`src/rtl/mul_share_pkg.sv`:
```
// rtl/mul_share_pkg.sv - shared types and width helpers for the multiplier sharing controller
package mul_share_pkg;

  typedef enum logic [1:0] {
    IDLE = 2'd0,
    RUN  = 2'd1,
    DONE = 2'd2
  } state_t;

  // A single requester still needs a one-bit id field.
  function automatic int idx_width(input int n);
    return (n > 1) ? $clog2(n) : 1;
  endfunction

  function automatic int cnt_width(input int n);
    return $clog2(n) + 1;
  endfunction

endpackage

```
`src/rtl/mul_rr_arbiter.sv`:
```
// rtl/mul_rr_arbiter.sv - combinational round-robin picker, search starts just above last_grant
module mul_rr_arbiter
  import mul_share_pkg::*;
#(
  parameter int NREQ = 2,
  parameter int IDW  = idx_width(NREQ)
) (
  input  logic [NREQ-1:0] req_valid,
  input  logic [IDW-1:0]  last_grant,
  input  logic            en,
  output logic [NREQ-1:0] grant,
  output logic [IDW-1:0]  grant_idx
);

  logic found;
  int   pos;

  always_comb begin
    grant     = '0;
    grant_idx = '0;
    found     = 1'b0;
    pos       = 0;
    for (int k = 1; k <= NREQ; k++) begin
      pos = int'(last_grant) + k;
      if (pos >= NREQ) pos = pos - NREQ;
      for (int i = 0; i < NREQ; i++) begin
        if (en && !found && (i == pos) && req_valid[i]) begin
          found     = 1'b1;
          grant[i]  = 1'b1;
          grant_idx = IDW'(i);
        end
      end
    end
  end

endmodule

```
`src/rtl/mul_share_ctrl.sv`:
```
// rtl/mul_share_ctrl.sv - one shift-add multiplier shared by NREQ requesters via round-robin
// Optional MUL_SKIP_ZERO_EN: zero operands bypass the iterations and respond after one cycle.
module mul_share_ctrl
  import mul_share_pkg::*;
#(
  parameter int N    = 32,
  parameter int NREQ = 2,
  parameter int IDW  = idx_width(NREQ)
) (
  input  logic              clk,
  input  logic              rst,
  input  logic [NREQ-1:0]   req_valid,
  output logic [NREQ-1:0]   req_ready,
  input  logic [NREQ*N-1:0] req_multiplier,
  input  logic [NREQ*N-1:0] req_multiplicand,
  output logic              rsp_valid,
  input  logic              rsp_ready,
  output logic [IDW-1:0]    rsp_id,
  output logic [2*N-1:0]    rsp_product,
  output logic              busy
);

  localparam int CW = cnt_width(N);

  state_t          state, state_next;
  logic [N-1:0]    mcand, mplr;
  logic [N:0]      acc;
  logic [CW-1:0]   cnt;
  logic [IDW-1:0]  id, last_grant, grant_idx;
  logic [NREQ-1:0] grant;
  logic [N-1:0]    sel_mplr, sel_mcand;
  logic [N:0]      sum;
  logic [2*N:0]    shifted;
  logic            take, last_iter, zero_op;

  mul_rr_arbiter #(.NREQ(NREQ), .IDW(IDW)) u_arb (
    .req_valid (req_valid),
    .last_grant(last_grant),
    .en        (state == IDLE),
    .grant     (grant),
    .grant_idx (grant_idx)
  );

  assign req_ready = grant;
  assign take      = |grant;
  assign busy      = (state != IDLE);
  assign last_iter = (cnt == CW'(N-1));

  always_comb begin
    sel_mplr  = '0;
    sel_mcand = '0;
    for (int i = 0; i < NREQ; i++) begin
      if (grant[i]) begin
        sel_mplr  = req_multiplier[i*N +: N];
        sel_mcand = req_multiplicand[i*N +: N];
      end
    end
  end

`ifdef MUL_SKIP_ZERO_EN
  assign zero_op = (sel_mplr == '0) || (sel_mcand == '0);
`else
  assign zero_op = 1'b0;
`endif

  // The carry out of the add lands in acc[N] and is shifted down into the product.
  assign sum     = mplr[0] ? (acc + {1'b0, mcand}) : acc;
  assign shifted = {sum, mplr} >> 1;

  always_comb begin
    state_next = state;
    case (state)
      IDLE:    if (take) state_next = zero_op ? DONE : RUN;
      RUN:     if (last_iter) state_next = DONE;
      DONE:    if (rsp_ready) state_next = IDLE;
      default: state_next = IDLE;
    endcase
  end

  always_ff @(posedge clk) begin
    if (rst) state <= IDLE;
    else     state <= state_next;
  end

  always_ff @(posedge clk) begin
    if (rst) begin
      mcand       <= '0;
      mplr        <= '0;
      acc         <= '0;
      cnt         <= '0;
      id          <= '0;
      last_grant  <= IDW'(NREQ-1);
      rsp_valid   <= 1'b0;
      rsp_id      <= '0;
      rsp_product <= '0;
    end else begin
      case (state)
        IDLE: begin
          if (take) begin
            mcand      <= sel_mcand;
            mplr       <= sel_mplr;
            id         <= grant_idx;
            last_grant <= grant_idx;
            acc        <= '0;
            cnt        <= '0;
            if (zero_op) begin
              rsp_valid   <= 1'b1;
              rsp_id      <= grant_idx;
              rsp_product <= '0;
            end
          end
        end
        RUN: begin
          acc  <= shifted[2*N:N];
          mplr <= shifted[N-1:0];
          cnt  <= cnt + CW'(1);
          if (last_iter) begin
            rsp_valid   <= 1'b1;
            rsp_id      <= id;
            rsp_product <= shifted[2*N-1:0];
          end
        end
        DONE: begin
          if (rsp_ready) rsp_valid <= 1'b0;
        end
        default: ;
      endcase
    end
  end

endmodule

```
`config.mk`:
```
export PLATFORM = sky130hd
export DESIGN_NAME = mul_share_ctrl
export DESIGN_NICKNAME = d
export VERILOG_FILES = /design/src/rtl/mul_share_pkg.sv /design/src/rtl/mul_rr_arbiter.sv /design/src/rtl/mul_share_ctrl.sv
export SDC_FILE = /design/constraint.sdc
export NUM_CORES = 1
export LEC_CHECK = 0
export BUFFER_PORTS_ARGS = -buffer_cell sky130_fd_sc_hd__clkbuf_2
export CORE_ASPECT_RATIO = 1.5
export CORE_MARGIN = 2
export CORE_UTILIZATION = 59
export DETAILED_ROUTE_END_ITERATION = 10
export PLACE_DENSITY = 0.88
export SETUP_SLACK_MARGIN = 0.1
export SLEW_MARGIN = 20
export SYNTH_ARGS = -nofsm -noshare
export SYNTH_HDL_FRONTEND = slang
export SYNTH_SLANG_ARGS = --single-unit
```
`constraint.sdc`:
```
create_clock -name clk -period 6.1 [get_ports clk]
set_input_delay 0.915 -clock clk [delete_from_list [all_inputs] [get_ports clk]]
set_output_delay 0.915 -clock clk [all_outputs]
set_load 0.01 [all_outputs]
```
Word level (Yosys, flattened, before mapping)
Cells that the tools add are included.
- equal/unequal tests: 8
- $add $sub $neg: 6
- muxes and demuxes: 28
- reductions and logical operators: 26
- magnitude comparators: 2
- operators by type and width (cell ; number):
    2-to-1 mux 32 bit ; 7
    2-to-1 mux 33 bit ; 2
    one-hot mux 33 bit (2 select lines) ; 1
    == test 2 x 32 -> 1 bit (first input constant) ; 2
    greater-or-equal comparator 32 x 3 -> 1 bit (second input constant) ; 2
    logical NOT 32 bit ; 2
    one-hot mux 32 bit (2 select lines) ; 1
    subtractor 32 x 3 -> 32 bit (second input constant) ; 2
    adder 33 x 32 -> 33 bit ; 1
    one-hot mux 6 bit (2 select lines) ; 1
    logical AND 1 bit ; 11
    2-to-1 mux 1 bit ; 10
    adder 6 x 1 -> 6 bit (second input constant) ; 1
    == test 6 x 5 -> 1 bit (second input constant) ; 1
    2-to-1 mux 2 bit ; 3
    2-to-1 mux 6 bit ; 1
    != test 2 bit (second input constant) ; 3
    one-hot mux 2 bit (3 select lines) ; 1
    AND reduction 2 bit ; 3
    AND reduction 3 bit ; 2
    nonzero test 2 bit ; 3
    adder 1 x 2 -> 3 bit (second input constant) ; 1
    logical NOT 1 bit ; 3
    adder 1 x 1 -> 2 bit (second input constant) ; 1
    5 further kinds ; 5
- register bits after elaboration: 173
- input bits: 133
- output and inout bits: 69

Depth between registers and ports, before layout
Gate-level depths: netlist of run 1.
- depth in word-level cells: 25
- depth in mapped cells: 10
- gate-level depth less buffers: 10

Hierarchy
Synthesis of run 1 repeated with hierarchy kept, for this count alone.
- cell total of the unflattened synthesis: 1131
- area, all modules: 8942.3 um^2
- by module, submodules not included (module ; area an instance (um^2) ; seq. area each (um^2) ; instances ; cells an instance):
    mul_share_ctrl ; 8916.1 ; 3443.3 ; 1 ; 1125
    mul_rr_arbiter ; 26.3 ; 0.0 ; 1 ; 6

Worst setup path after synthesis of run 1
Ideal clock, no wire load.
- path kind: input to output
- start point: in req_valid[0]
- end point: out req_ready[0]
- stages on the path: 4
- buffers on the path: 2
- slack: 3357 ps
- arrival time: 1828 ps
- required time: 5185 ps
- cells stage by stage: nand2_1 -> a21oi_1 -> clkbuf_1 -> clkbuf_1
- cells in the longest elaborated chain, start to end: 12
- RTL lines (item ; line ; source):
    start: declaration ; mul_share_ctrl.sv:12 ; input logic [NREQ-1:0] req_valid,
    logical AND 1 bit ; mul_rr_arbiter.sv:27 ; if (en && !found && (i == pos) && req_valid[i]) begin
    2-to-1 mux 1 bit ; mul_rr_arbiter.sv:27 ;
    logical NOT 1 bit ; mul_rr_arbiter.sv:27 ;
    logical AND 1 bit (3 in series) ; mul_rr_arbiter.sv:27 ;
    2-to-1 mux 1 bit ; mul_rr_arbiter.sv:27 ;
    logical NOT 1 bit ; mul_rr_arbiter.sv:27 ;
    logical AND 1 bit (3 in series) ; mul_rr_arbiter.sv:27 ;
    2-to-1 mux 1 bit * ; mul_rr_arbiter.sv:27 ;
    end: declaration ; mul_share_ctrl.sv:13 ; output logic [NREQ-1:0] req_ready,
Mark *: on every way between the ends. The rest lies on a longest branch, timed or not.

Final worst setup path of run 1
- start point: reg state[0]
- end point: out req_ready[0]
- cells in the longest elaborated chain, start to end: 14
- RTL lines (item ; line ; source):
    start: declaration ; mul_share_ctrl.sv:25 ; state_t state, state_next;
    start signal: assignment ; mul_share_ctrl.sv:82 ; else state <= state_next;
    logical NOT 2 bit * ; mul_share_ctrl.sv:39 ; .en (state == IDLE),
    logical AND 1 bit (2 in series) ; mul_rr_arbiter.sv:27 ;
    2-to-1 mux 1 bit ; mul_rr_arbiter.sv:27 ;
    logical NOT 1 bit ; mul_rr_arbiter.sv:27 ;
    logical AND 1 bit (3 in series) ; mul_rr_arbiter.sv:27 ;
    2-to-1 mux 1 bit ; mul_rr_arbiter.sv:27 ;
    logical NOT 1 bit ; mul_rr_arbiter.sv:27 ;
    logical AND 1 bit (3 in series) ; mul_rr_arbiter.sv:27 ;
    2-to-1 mux 1 bit * ; mul_rr_arbiter.sv:27 ;
Marks and branches as above.

==> impl_metrics.py, run 1 <==
metrics = {
    "status": {
        "outcome": "finished clean",
    },
    "synth": {
        "synth_top_family_by_area": "compound AO/OA/AOI/OAI gates",
        "synth_compound_area_frac": 0.295,
        "async_flop_share": 0,
        "seq_area_frac_synth": 0.397,
        "post_synth_num_cell_types": 59,
        "yosys.area_share.adder": 0.0499,
        "synthesis.instances": 1094,
        "avgSynthCellArea_sq_um": 7.93,
        "yosys_most_used_dff": "dfxtp_1",
        "synth_xor_area_frac": 0.0242,
        "ys_ff_latch": 172,
        "synth.area.mux_share": 0.0222,
        "synth-simple-area-share": 0.159,
        "mappedNetlistNets": 1261,
        "syn-cell-area_sq_mm": 0.00868,
        "ys_warn_count": 0,
        "synth_edf_count": 0,
    },
    "global_routing": {
        "grt.total_usage": 0.309,
        "grt_pass1_wl_microns": 39100,
        "grt_pass1_vias": 8302,
        "grt_overflow": 0,
        "antenna_found_initial": 0,
        "grt_max_degree": 99,
    },
    "timing": {
        "slew_violations": 0,
        "hold_viol": 0,
        "fin_tns_setup_ns": 0,
        "setup_viol_count_final": 0,
        "fmax_mhz": 305,
        "slew_headroom": 0.298,
        "worst_pin_slew_ns": 1.05,
        "rsz0062_at_grt": "no",
        "finClkSkew_ns": 0.0117,
        "fin_crit_sh": 0.538,
        "fin_crit_ns": 3.28,
    },
    "cts": {
        "clk_pin_slew_ns": 0.07,
        "postCtsSetupRepairBufs": 0,
        "clkSinkCount": 172,
        "cts_root_buffer": "clkbuf_16",
        "clk_path_buf_depth": 2,
        "numCtsBuffers": 17,
        "clock_latency_ns": 0.43,
        "cts_resized": 0,
        "htreeDepth": 4,
        "cts_tree": "done",
        "hold_buffers": 0,
    },
    "power": {
        "peakVddDrop_v": 0.000158,
        "pwr-share-comb": 0.147,
        "p_clk_frac": 0.401,
        "swShare": 0.283,
        "total_leakage_power_nw": 4.38,
        "p_sw_uw": 757,
        "seqPwrFrac": 0.453,
        "p_int_mw": 1.92,
        "power.total_mw": 2.68,
        "power_density_mw_per_mm2": 260,
    },
    "floorplan": {
        "design.core.area_sq_mm": 0.0145,
        "dieArea_sq_mm": 0.0157,
        "io_pins": 202,
        "rows": 54,
        "dieHeight_microns": 153,
        "die_w_microns": 103,
        "start_util": 0.600,
    },
    "layout": {
        "nets": 1409,
        "insertedDiodeCount": 0,
        "area_growth_syn_to_layout_pct": 18.8,
        "layout-drive-gt1-share": 0.211,
    },
    "drt": {
        "vias_per_cell": 5.91,
        "drtIter0Drc": 448,
        "drt-wirelength-per-cell_microns": 16.6,
        "drc": 0,
        "first_pass_iters": 5,
        "dr_total_vias": 8570,
        "ant_nets": 0,
        "drt_wl_total_microns": 24100,
    },
    "worst_setup_path": {
        "end_kind": "primary output",
        "crit_buf_inv": 2,
        "worst_path_dominant_cell_family": "compound AO/OA/AOI/OAI gates",
        "crit_chain": "buf_4 -> nor2_1 -> nand2_1 -> a21oi_4 -> clkbuf_2",
        "max_stage_delay_ns": 0.77,
        "worst-endpoint-required_ns": 5.18,
        "critPathKind": "flip-flop to primary output",
        "start_kind": "flip-flop",
        "cp_data_arrival_time_ns": 2.37,
        "worstPathMaxFanout": 38,
        "slowest_stage": "a21oi_4",
    },
    "placed_design": {
        "portBuffers": 201,
        "place_congestion": 1.00,
        "hpwl_microns": 16400,
    },
    "min_path": {
        "hp-class": "flip-flop to flip-flop",
    },
    "flow_run": {
        "cap_violations": 0,
    },
}
==> final timing paths <==
check	start	to	slack [ns]	cells past startpoint
min reg2reg	rsp_product[5]$_SDFFE_PP0P_	rsp_product[5]$_SDFFE_PP0P_	0.46	2
max reg2reg	state[0]$_SDFFE_PP0P_	rsp_product[55]$_SDFFE_PP0P_	3.00	6
min	rsp_product[5]$_SDFFE_PP0P_	rsp_product[5]$_SDFFE_PP0P_	0.46	2
max	state[0]$_SDFFE_PP0P_	req_ready[0]	2.82	5
==> logic make-up (layout without fill, tap and decap cells) <==
group / Yosys count / count (layout)
XOR/XNOR: 24 / 24
adder cells (fa/ha/maj): 34 / 34
buffers and inverters: 120 / 281
AND/OR/NAND/NOR: 316 / 316
flip-flops: 172 / 172
AO/OA/AOI/OAI: 409 / 409
multiplexers: 19 / 19
==> placed cells by master, fill, tap and decap left out, types with 3 or more instances in the layout <==
cell       count
nor2_1        80
a211oi_1      17
a21oi_1      197
and2_1         7
nand3_1        5
o21bai_1       5
a211o_1        3
dfxtp_1      171
mux2i_1       17
inv_6          6
or3_1          6
a31oi_1        6
a21o_1        22
a221oi_1      32
inv_1         39
nor2b_1        4
or2_2          4
ha_1          33
xnor2_1       11
xor2_1        13
o211ai_1       4
nand2b_1       4
clkbuf_2     200
o21a_1         6
nor3b_1        3
nor3_1        11
and3_1         8
a22oi_1       35
nand4_1       11
o21ai_1        8
clkbuf_16     17
a32oi_1        4
buf_4         10
nand2_1      163
o21ai_0       48
==> final cells by class <==
class | count | area [sq um]
Multi-Input combinational cell | 802 | 4820
Fill cell | 1233 | 4150
Sequential cell | 172 | 3440
Clock buffer | 20 | 457
Tap cell | 196 | 245
Inverter | 39 | 146
Timing Repair Buffer | 210 | 1080
Clock inverter | 12 | 124
==> routing by layer <==
metal,GRT usage,wire (microns)
met1,0.356,9650
met2,0.551,12500
met3,0.0583,1230
met4,0.118,702
met5,0,0
==> registers in the layout, indices dropped and copies added, names as in the netlist <==
register,count
rsp_valid,1
acc,32
mcand,32
last_grant,1
state,2
mplr,32
rsp_id,1
id,1
cnt,6
rsp_product,64
==> power groups by stage <==
| stage | logic, mW | registers [mW] | clock network (mW) |
|---|---|---|---|
| 2_1_floorplan | 0.272 | 1.22 | 0 |
| 3_3_place_gp | 0.378 | 1.23 | 0 |
| 3_5_place_dp | 0.388 | 1.24 | 0 |
| 4_1_cts | 0.391 | 1.21 | 1.08 |
| 5_1_grt | 0.440 | 1.22 | 1.13 |
| 6_report | 0.393 | 1.21 | 1.07 |
==> Yosys cell counts (all sizes together) (5+ instances only) <==
master  count  area [sq um]
a21oi     200          1000
a21o       22           165
nand3       6          35.0
inv        39           146
nor2       82           308
mux2i      17           170
o21a        6          45.0
clkbuf     69           259
and3        9          57.6
nand2     163           612
dfxtp     172          3440
buf        12          53.8
a211oi     19           153
nor2b       5          31.3
o21bai      5          37.5
and2        7          43.8
o21ai      56           280
ha         33           413
xor2       13           114
a22oi      35           263
nand4      11          68.8
a31oi       7          50.1
or3         6          37.5
nor3       11          55.1
a221oi     33           307
xnor2      11          96.3
==> worst reg2reg max path: cells and delay by family, from the launching register on <==
kind | cells | cell delay (ns)
compound gates | 2 | 0.43
buf+inv | 2 | 0.91
flops | 1 | 0.32
simple gates | 2 | 1.33
==> through the flow <==
stage,setup WS (ns),instances,hold WS (ns),cell area [sq um],util
final,2.82,1451,0.456,10300,0.713
after global routing,2.66,1451,0.483,10300,0.713
after CTS,2.83,1451,0.455,10300,0.713
after detailed placement,2.92,1419,0.446,9730,0.673
after global placement,3.00,1419,0.443,9730,0.673
after floorplan,3.36,1094,0.432,8680,-
Power figures use the tool's default switching activity.
==> run 2: changes to the inputs <==
--- a/config.mk
+++ b/config.mk
@@ -8,9 +8,9 @@
 export BUFFER_PORTS_ARGS = -buffer_cell sky130_fd_sc_hd__clkbuf_2
 export CORE_ASPECT_RATIO = 1.5
 export CORE_MARGIN = 2
-export CORE_UTILIZATION = 59
+export CORE_UTILIZATION = 49
 export DETAILED_ROUTE_END_ITERATION = 10
-export PLACE_DENSITY = 0.88
+export PLACE_DENSITY = 0.79
 export SETUP_SLACK_MARGIN = 0.1
 export SLEW_MARGIN = 20
 export SYNTH_ARGS = -nofsm -noshare
==> constraint.sdc (replaced) <==
create_clock -name clk -period 2.7 [get_ports clk]
set_input_delay 0.405 -clock clk [delete_from_list [all_inputs] [get_ports clk]]
set_output_delay 0.405 -clock clk [all_outputs]
set_load 0.01 [all_outputs]
==> run 2 against run 1 <==
  * Sequential power increased by 130%
  * Clock skew decreased by 0.00071 ns
  * Via count increased by 1.4%
  * Wire length increased by 3.5%
  * Largest power group unchanged
  * Register-to-register slack got worse by 3.0 ns
  * Combinational power increased by 140%
  * Core utilization decreased by 8.5 points
  * Die area increased by 20%
==> impl_metrics.py, run 2 (synthesized netlist as in run 1, its figures left out) <==
metrics = {
    "timing": {
        "slew_violations": 0,
        "fin_crit_ns": 2.68,
        "slew_headroom": 0.338,
        "fmax_mhz": 374,
        "hold_slack_ns": 0.243,
        "rsz0062_at_grt": "yes",
        "worst_pin_slew_ns": 0.993,
        "fin_tns_setup_ns": 0,
        "hold_viol": 0,
        "fin_crit_sh": 0.991,
        "setup_viol_count_final": 0,
        "finClkSkew_ns": 0.0110,
    },
    "worst_setup_path": {
        "critPathKind": "flip-flop to flip-flop",
        "cp_data_arrival_time_ns": 2.95,
        "worst-endpoint-required_ns": 2.97,
        "start_kind": "flip-flop",
        "r2r_start": "mcand[0]$_SDFFE_PP0P_",
        "end_kind": "flip-flop",
        "crit_start": "mcand[0]$_SDFFE_PP0P_",
        "ff2ff_path_depth": 12,
        "worstPathMaxFanout": 3,
        "r2r_slack_ns": 0.02,
    },
    "floorplan": {
        "dieHeight_microns": 167,
        "die_w_microns": 113,
        "design.core.area_sq_mm": 0.0173,
        "dieArea_sq_mm": 0.0188,
        "rows": 59,
        "io_pins": 202,
        "start_util": 0.500,
    },
    "cts": {
        "clkSinkCount": 172,
        "clock_latency_ns": 0.44,
        "clk_pin_slew_ns": 0.07,
        "cts_tree": "done",
        "cts_root_buffer": "clkbuf_16",
        "numCtsBuffers": 17,
        "htreeDepth": 4,
        "clk_path_buf_depth": 2,
    },
    "placed_design": {
        "place_congestion": 0.984,
        "portBuffers": 201,
        "hpwl_microns": 17500,
    },
    "power": {
        "peakVddDrop_v": 0.000462,
        "total_leakage_power_nw": 4.60,
        "power_density_mw_per_mm2": 571,
        "power.total_mw": 6.22,
    },
    "layout": {
        "nets": 1447,
        "final_common_cell": "clkbuf_2",
        "largest_reg_flops": 64,
        "layout-drive-gt1-share": 0.259,
        "num-fill-cells": 1507,
        "top_register": "rsp_product",
        "layout_common_cells": "200 x clkbuf_2, 192 x a21oi_1, 168 x dfxtp_1",
        "insertedDiodeCount": 0,
        "area_growth_syn_to_layout_pct": 25.5,
    },
    "min_path": {
        "min_path_cells": 3,
        "hp-class": "input pin to flip-flop",
        "min_from": "req_multiplicand[58]",
    },
    "drt": {
        "first_pass_iters": 5,
        "dr_total_vias": 8688,
        "drt-wirelength-per-cell_microns": 16.6,
        "drt_wl_total_microns": 24900,
        "vias_per_cell": 5.77,
        "ant_nets": 0,
        "drc": 0,
        "drtIter0Drc": 504,
    },
    "global_routing": {
        "grt.total_usage": 0.259,
        "grt_pass1_vias": 8225,
        "grt_pass1_wl_microns": 39900,
        "grt_overflow": 0,
        "antenna_found_initial": 0,
        "grt_max_degree": 92,
    },
    "flow_run": {
        "cap_violations": 0,
    },
    "status": {
        "outcome": "finished clean",
    },
}
run 2: final timing paths:
check | to
worst max-delay path | rsp_product[53]$_SDFFE_PP0P_
worst min-delay path | mcand[26]$_SDFFE_PP0P_
worst max register to register | rsp_product[53]$_SDFFE_PP0P_
worst min register to register | rsp_id$_SDFFE_PP0P_
run 2: where the power goes:
part	internal, mW	switching (mW)
Sequential	2.65	0.0952
Combinational	0.387	0.551
Clock	1.48	1.05
run 2: critical path, cell delays in order (launching register included):
cell,delay (ns)
dfxtp_4,0.36
ha_4,0.16
fa_2,0.34
a21o_1,0.20
a221oi_4,0.33
buf_4,0.18
a2111oi_4,0.07
nor4_4,0.14
buf_4,0.19
o21ai_2,0.07
xor2_1,0.14
mux2i_1,0.21
a211oi_2,0.10
run 2: area by class of cell:
class                      count  area (sq um)  share of cell area
clock buffer                  18           439              0.0403
clock inverter                13           163              0.0149
inverter                      39           146              0.0134
multi-input combinational    802          5020               0.461
sequential                   172          3450               0.317
tap                          213           267              0.0245
timing repair buffer         248          1400               0.128
run 2: per-layer routing:
layer,wire length (microns),GRT usage
met2,12700,0.458
met3,1460,0.0571
met1,10100,0.298
met4,775,0.108
met5,0,0
run 2: repair_timing:
action | 4_1_cts | 5_1_grt
gates resized for setup | 14 | 31
pin swaps | 8 | 22
hold buffers | 0 | 0
setup buffers | 3 | 8
endpoints found under the setup margin | 26 | 31
run 2: stage by stage:
step,setup slack (ns),cell area (sq um),std cells,util
finish,0.0243,10900,1505,0.628
global route,-0.0493,10900,1505,0.628
CTS,0.00395,10700,1498,0.616
detailed placement,-0.0920,10000,1464,0.576
global placement,0.00260,10000,1464,0.576
floorplan,0.101,8680,1094,-
